File: config.mk
export PLATFORM = sky130hd
export DESIGN_NAME = fp_arg_issuer
export DESIGN_NICKNAME = d
export VERILOG_FILES = /design/src/rtl/fp_issuer_pkg.sv /design/src/rtl/fp_res_fifo.sv /design/src/rtl/fp_arg_issuer.sv
export SDC_FILE = /design/constraint.sdc
export NUM_CORES = 1
export LEC_CHECK = 0
export CAP_MARGIN = 30
export CORE_MARGIN = 2
export CORE_UTILIZATION = 40
export DETAILED_ROUTE_END_ITERATION = 6
export HOLD_SLACK_MARGIN = 0.06
export PLACE_DENSITY = 0.65
export SETUP_SLACK_MARGIN = 0.4
export SLEW_MARGIN = 20
export SYNTH_ARGS = -nofsm -noshare
export SYNTH_HDL_FRONTEND = slang
export SYNTH_SLANG_ARGS = --single-unit
File: constraint.sdc
create_clock -name clk -period 5.85 [get_ports clk]
set_input_delay 0.8775 -clock clk [delete_from_list [all_inputs] [get_ports clk]]
set_output_delay 0.8775 -clock clk [all_outputs]
set_load 0.01 [all_outputs]
File: src/rtl/fp_issuer_pkg.sv
// Shared types for the FP64 argument issuer.
// Operand triple bundle and the inf/NaN result test.
package fp_issuer_pkg;

  localparam int FLEN = 64;
  localparam int NE   = 11;
  localparam int NF   = FLEN - NE - 1;

  typedef logic [FLEN-1:0] fp_t;

  typedef struct packed {
    fp_t a;
    fp_t b;
    fp_t c;
  } arg_triple_t;

  function automatic logic is_err(fp_t x);
    return &x[FLEN-2 -: NE];
  endfunction

endpackage

File: src/rtl/fp_res_fifo.sv
// Synchronous result FIFO with valid/ready on both sides.
// Pointers carry one extra wrap bit to tell full from empty.
module fp_res_fifo #(
  parameter int DEPTH = 8,
  parameter int WIDTH = 64
) (
  input  logic             clk,
  input  logic             rst_n,
  input  logic             in_vld_i,
  output logic             in_rdy_o,
  input  logic [WIDTH-1:0] in_data_i,
  output logic             out_vld_o,
  input  logic             out_rdy_i,
  output logic [WIDTH-1:0] out_data_o
);

  localparam int AW = $clog2(DEPTH);

  logic [AW:0]      wr_q;
  logic [AW:0]      rd_q;
  logic [WIDTH-1:0] mem_q [DEPTH];
  logic             empty;
  logic             full;
  logic             push;
  logic             pop;

  assign empty = (wr_q == rd_q);
  assign full  = (wr_q[AW] != rd_q[AW]) &&
                 (wr_q[AW-1:0] == rd_q[AW-1:0]);

  assign in_rdy_o   = !full;
  assign out_vld_o  = !empty;
  assign out_data_o = mem_q[rd_q[AW-1:0]];

  assign push = in_vld_i & in_rdy_o;
  assign pop  = out_vld_o & out_rdy_i;

  always_ff @(posedge clk or negedge rst_n) begin
    if (!rst_n) begin
      wr_q <= '0;
      rd_q <= '0;
      for (int i = 0; i < DEPTH; i++)
        mem_q[i] <= '0;
    end else begin
      if (push) begin
        mem_q[wr_q[AW-1:0]] <= in_data_i;
        wr_q <= wr_q + 1'b1;
      end
      if (pop)
        rd_q <= rd_q + 1'b1;
    end
  end

endmodule

File: src/rtl/fp_arg_issuer.sv
// Credit-limited operand issuer and in-order result collector for the FP64 core.
// Define FP_ARG_ISSUER_PERF_EN to add the perf_* saturating counters.
module fp_arg_issuer
  import fp_issuer_pkg::*;
#(
  parameter int MAX_OUT  = 8,
  parameter int SEQ_W    = 16,
  parameter int WDOG_CYC = 1024
) (
  input  logic                      clk,
  input  logic                      rst_n,
  input  logic                      job_vld,
  output logic                      job_rdy,
  input  logic [FLEN-1:0]           job_a,
  input  logic [FLEN-1:0]           job_b,
  input  logic [FLEN-1:0]           job_c,
  output logic                      arg_vld,
  input  logic                      arg_rdy,
  output logic [FLEN-1:0]           a,
  output logic [FLEN-1:0]           b,
  output logic [FLEN-1:0]           c,
  input  logic                      res_vld,
  output logic                      res_rdy,
  input  logic [FLEN-1:0]           res,
  output logic                      out_vld,
  input  logic                      out_rdy,
  output logic [FLEN-1:0]           out_res,
  output logic [SEQ_W-1:0]          out_seq,
  output logic                      out_err,
  output logic [$clog2(MAX_OUT):0]  inflight,
  output logic                      wdog_err
`ifdef FP_ARG_ISSUER_PERF_EN
  ,
  output logic [31:0]               perf_issued,
  output logic [31:0]               perf_retired,
  output logic [31:0]               perf_credit_stall
`endif
);

  localparam int CW = $clog2(MAX_OUT) + 1;
  localparam int WW = $clog2(WDOG_CYC) + 1;

  logic              slot_vld_q;
  arg_triple_t       slot_q;
  logic [CW-1:0]     infl_q;
  logic [CW-1:0]     infl_d;
  logic [SEQ_W-1:0]  seq_q;
  logic [WW-1:0]     wd_q;
  logic              wdog_q;
  logic              credit_ok;
  logic              job_acc;
  logic              issue;
  logic              pop;
  logic              idle;
  logic              res_hs;
  logic              wd_clr;
  logic              wd_hit;
  logic              fifo_in_vld;

  assign credit_ok = infl_q < CW'(MAX_OUT);
  assign idle      = (infl_q == '0);

  assign arg_vld = slot_vld_q & credit_ok;
  assign job_rdy = !slot_vld_q | (arg_rdy & credit_ok);
  assign job_acc = job_vld & job_rdy;
  assign issue   = arg_vld & arg_rdy;

  assign a = slot_q.a;
  assign b = slot_q.b;
  assign c = slot_q.c;

  always_ff @(posedge clk or negedge rst_n) begin
    if (!rst_n) begin
      slot_vld_q <= 1'b0;
      slot_q     <= '0;
    end else if (job_acc) begin
      slot_vld_q <= 1'b1;
      slot_q     <= '{a: job_a, b: job_b, c: job_c};
    end else if (issue) begin
      slot_vld_q <= 1'b0;
    end
  end

  // Results arriving with nothing outstanding are dropped here.
  assign fifo_in_vld = res_vld & !idle;

  fp_res_fifo #(
    .DEPTH (MAX_OUT),
    .WIDTH (FLEN)
  ) u_fifo (
    .clk        (clk),
    .rst_n      (rst_n),
    .in_vld_i   (fifo_in_vld),
    .in_rdy_o   (res_rdy),
    .in_data_i  (res),
    .out_vld_o  (out_vld),
    .out_rdy_i  (out_rdy),
    .out_data_o (out_res)
  );

  assign pop     = out_vld & out_rdy;
  assign out_err = is_err(out_res);
  assign out_seq = seq_q;

  always_comb begin
    infl_d = infl_q;
    unique case ({issue, pop})
      2'b10:   infl_d = infl_q + CW'(1);
      2'b01:   infl_d = infl_q - CW'(1);
      default: infl_d = infl_q;
    endcase
  end

  assign res_hs = res_vld & res_rdy;
  assign wd_clr = res_hs | idle;
  assign wd_hit = !wd_clr && (wd_q == WW'(WDOG_CYC - 1));

  always_ff @(posedge clk or negedge rst_n) begin
    if (!rst_n) begin
      infl_q <= '0;
      seq_q  <= '0;
      wd_q   <= '0;
      wdog_q <= 1'b0;
    end else begin
      infl_q <= infl_d;
      if (pop)
        seq_q <= seq_q + 1'b1;
      if (wd_clr)
        wd_q <= '0;
      else if (wd_q != WW'(WDOG_CYC))
        wd_q <= wd_q + 1'b1;
      if (wd_hit || (res_vld && idle))
        wdog_q <= 1'b1;
    end
  end

  assign inflight = infl_q;
  assign wdog_err = wdog_q;

`ifdef FP_ARG_ISSUER_PERF_EN
  logic [31:0] iss_q;
  logic [31:0] ret_q;
  logic [31:0] stl_q;

  always_ff @(posedge clk or negedge rst_n) begin
    if (!rst_n) begin
      iss_q <= '0;
      ret_q <= '0;
      stl_q <= '0;
    end else begin
      if (issue && iss_q != '1)
        iss_q <= iss_q + 32'd1;
      if (pop && ret_q != '1)
        ret_q <= ret_q + 32'd1;
      if (slot_vld_q && !credit_ok && stl_q != '1)
        stl_q <= stl_q + 32'd1;
    end
  end

  assign perf_issued       = iss_q;
  assign perf_retired      = ret_q;
  assign perf_credit_stall = stl_q;
`endif

endmodule
## Word level (Yosys, flattened, before mapping)

Cells that the tools add are included.

- RAM bits: 0
- Flip-flop bits (word level): 745
- Latch bits: 0
- Memories kept: 0
- ROM bits: 0

- Equal/unequal tests: 7
- Magnitude comparators: 4
- Multipliers: 0
- Bitwise logic cells: 12
- Reductions and logical operators: 15
- $add $sub $neg: 6
- Div/mod/pow operators: 0
- Shift operators: 0
- Multiplexer cells: 11

Operator list:

| kind | count |
|---|---|
| $bwmux W512 | 1 |
| $bmux W64 S3 | 1 |
| $demux W64 S3 | 1 |
| $mux W64 | 3 |
| $mux W11 | 2 |
| $add A16 B1 Y16 const B | 1 |
| $add A4 B1 Y4 const B | 3 |
| $add A11 B1 Y11 const B | 1 |
| $eq A11 B10 Y1 const B | 1 |
| $ne A11 B11 Y1 const B | 1 |
| $reduce_and A11 Y1 | 1 |
| $and A1 B1 Y1 | 8 |
| $ge A4 B4 Y1 const B | 2 |
| $not A3 Y4 | 2 |
| $pmux W4 S2 | 1 |
| $reduce_bool A2 Y1 | 3 |
| $logic_not A1 Y1 | 5 |
| $eq A4 B4 Y1 | 1 |
| $logic_and A1 B1 Y1 | 4 |
| $logic_not A4 Y1 | 1 |
| $lt A4 B1 Y1 const B | 1 |
| $lt A4 B4 Y1 const B | 1 |
| $sub A4 B1 Y4 const B | 1 |
| $eq A3 B3 Y1 | 1 |
| other kinds (6) | 8 |

## Depth between registers and ports, before layout

- Word-level depth: 8
- Mapped depth: 11
- Depth with buffers taken out: 9

## Hierarchy

A second synthesis with hierarchy kept.

- Cell total of the unflattened synthesis: 1909
- Area total of the unflattened synthesis: 33479.6 sq um

By module, submodules not included:

| module | instances | area an instance (sq um) | sequential area each (sq um) | cells an instance |
|---|---|---|---|---|
| fp_res_fifo | 1 | 23959.2 | 13012.5 | 1355 |
| fp_arg_issuer | 1 | 9520.4 | 5630.4 | 554 |

## Least setup slack after synthesis

No wires, ideal clock.

- Path type: register to output
- Start: register u_fifo.rd_q[0]
- End: output port out_res[0]
- Path slack: 3.027 ns
- Stages on the path, launching flop included: 6
- Path buffers: 3
- Required time: 4.973 ns
- Arrival: 1.946 ns
- Cells stage by stage: dfrtp_1 clkbuf_1 clkbuf_1 buf_2 mux4_2 mux2_2

- Word-level cells in the longest chain between the ends: 4

RTL lines:

| what | RTL line | text |
|---|---|---|
| start, declared | fp_res_fifo.sv:20 | `logic [AW:0] rd_q;` |
| start signal, assigned | fp_res_fifo.sv:50 | `rd_q <= rd_q + 1'b1;` |
| $not A3 Y4 (not written as such) | fp_res_fifo.sv:33 | `assign out_data_o = mem_q[rd_q[AW-1:0]];` |
| $bmux W64 S3 | fp_res_fifo.sv:33 |  |
| $mux W64 (not written as such) (2 in series) | fp_res_fifo.sv:33 |  |
| end, declared | fp_arg_issuer.sv:27 | `output logic [FLEN-1:0] out_res,` |

No other way between the ends. The select of a mux whose other input is x is not followed.

## Worst setup path in the final report

- Start: register u_fifo.rd_q[1]
- End: output port out_res[9]

Same word-level chain as after synthesis.

==> impl_metrics.json <==
{
  "syn-num-nets": 2177,
  "setup-tns-final_ps": 0,
  "ys.flop_type": "dfrtp_1",
  "syn2layout_area_growth_pct": 28.8,
  "path_class": "register to primary output",
  "drtPass1Iterations": 5,
  "cts_max_level": 3,
  "drt_iter0_markers": 843,
  "fin_skew_ps": 29.5,
  "cts_buffers": 86,
  "insertion_delay_ps": 620,
  "start_util_pct": 40.5,
  "worstMarginPinSlew_ps": 995,
  "period_needed_ps": 4320,
  "place_congestion": 0.792,
  "synth_edf_count": 0,
  "yosysSeqAreaShare_pct": 57.1,
  "ir_worst_vdd_uv": 337,
  "cts_resized": 0,
  "vias": 18800,
  "wl_per_cell_um": 25.0,
  "fill_cells": 6547,
  "ys_types": 40,
  "die_area_sq_mm": 0.0840,
  "finalSetupViolCount": 0,
  "rsz0062_at_grt": "false",
  "path_clk_slew_ps": 50,
  "ys_seq_elements": 745,
  "clock-root-buffer": "clkbuf_16",
  "track_usage_pct": 21.4,
  "clock-sinks": 745,
  "synth_warnings": 0,
  "final_antenna_net_count": 0,
  "grt_max_degree": 165,
  "die_x_um": 290,
  "clockBufferDepth": 3,
  "nNetsFinal": 2719,
  "antenna_found_initial": 10,
  "core_sq_mm": 0.0807,
  "drive_gt1_share_pct": 42.9,
  "outcome": "finished, final reports clean",
  "wl_mm": 89.4,
  "cts_hold_buf": 0,
  "cp_max_fo": 47,
  "core.rowCount": 104,
  "cp.required_ps": 4970,
  "maxCapViolCount": 0,
  "grt_overflow_total": 0,
  "async_flop_share_pct": 100,
  "end_kind": "primary output",
  "report.final.slew_viol_count": 0,
  "routed_via_density": 5.26,
  "finalCritPeriodShare_pct": 73.8,
  "hp-class": "input pin to async pin",
  "startpoint_type": "register",
  "dp_hpwl_mm": 58.5,
  "grt_first_pass_wirelength_mm": 135,
  "cts_setup_buffers": 0,
  "syn_area_per_cell_sq_um": 17.1,
  "max_freq_mhz": 232,
  "utilization_pct": 52.2,
  "finalHoldViolations": 0,
  "ios": 544,
  "critical_path_arrival_ps": 3440,
  "port_buffers": 543,
  "relSlewSlack_pct": 33.7,
  "synth_cells": 1906,
  "die_h_um": 290,
  "drc": 0,
  "grt_pass1_vias": 21100,
  "synth_area_sq_mm": 0.0327,
  "leakage_nw": 17.6,
  "power.density_mw_per_mm2": 621,
  "cts_tree": "done"
}
-- critical path: stages (launching register included) --
cell             delay (ps)
dfrtp_4                 820
buf_4                   670
mux4_2                  410
mux2_2                  320
clkdlybuf4s50_1         490
-- cell families (layout without fill, tap and decap cells) --
family                   after synthesis  after routing  share of synthesized area, %
other                                  0              5                             0
buffers and inverters                127            736                          2.40
XOR/XNOR                              40             40                          1.07
flip-flops                           745            745                          57.1
AND/OR/NAND/NOR                       77             77                          1.34
adder cells (fa/ha/maj)                9              9                         0.368
multiplexers                         900            900                          37.5
AO/OA/AOI/OAI                          8              8                         0.234
-- layer usage --
layer,GRT usage (%),part of all wire (%)
met1,26.3,40
met2,37.8,52
met3,5.05,5.2
met4,5.35,2.3
met5,0,0.011
-- layout by cell type, fill, tap and decap left out, types with 8 or more instances in the layout --
cell,n
mux2_4,180
clkinv_2,15
nand2_1,14
ha_1,8
clkbuf_8,17
clkdlybuf4s50_1,542
nand3_1,12
buf_12,14
nor2_1,16
dfrtp_1,742
xnor2_1,23
mux4_2,128
clkbuf_1,17
nand4_1,9
xor2_1,17
bufinv_16,9
mux2_2,591
buf_4,16
clkbuf_16,88
-- sequential cells by signal, summed over array words and instances, names as in the netlist --
signal        flops
wdog_err          1
slot_vld_q        1
out_seq          16
wd_q             11
c                64
u_fifo.wr_q       4
inflight          4
b                64
u_fifo.mem_q    512
a                64
u_fifo.rd_q       4
-- final cells by class --
cell class,count,area (sq um),share of cell area (%)
repair buffers,574,5870,13.9
multi-input cells,1034,13300,31.5
clock buffers,122,2500,5.94
inverters,7,26.3,0.0624
diodes,5,12.5,0.0297
flip-flops and latches,745,18700,44.3
well taps,1060,1330,3.15
clock inverters,33,438,1.04
-- Yosys cell counts (12+ instances only) --
library cell  count  area share (%)
buf_6            21            0.72
xor2_1           17            0.46
nand2_1          14            0.16
buf_2            47            0.72
nand3_1          12            0.18
buf_4            24            0.55
mux2_4          180             8.3
mux2_2          591              20
clkbuf_1         17            0.20
mux4_2          128             8.8
dfrtp_1         745              57
xnor2_1          23            0.62
nor2_1           16            0.18
-- where the power goes --
part | internal (mW) | total, mW | switching [mW]
Clock | 3.38 | 5.54 | 2.16
Combinational | 7.00 | 11.2 | 4.22
Sequential | 7.73 | 9.38 | 1.66
Total | 18.1 | 26.1 | 8.04
-- per-stage QoR --
step                      hold WS (ps)  setup WS [ps]  power, mW  instance area [sq um]  cells
after floorplan                    474           3030       15.8                  32700   1906
after global placement             460           2140       20.5                  39100   3419
after detailed placement           472           2090       20.8                  39100   3420
after CTS                          336           1450       26.5                  42100   3575
after global routing               348           1360       27.5                  42100   3578
final                              315           1530       26.1                  42100   3580
-- worst paths after layout --
kind                                     start                 to  slack (ps)  cells past startpoint
worst max-delay path            u_fifo.rd_q[1]         out_res[9]        1530                      4
worst min register to register     out_seq[15]        out_seq[15]         480                      1
max in group asynchronous                rst_n              b[24]        4040                      2
worst max register to register  u_fifo.rd_q[2]   u_fifo.mem_q[68]        2130                      6
min in group clk                   out_seq[15]        out_seq[15]         480                      1
worst min-delay path                     rst_n  u_fifo.mem_q[363]         310                      1
No activity file was read; power rests on OpenSTA's default activity.
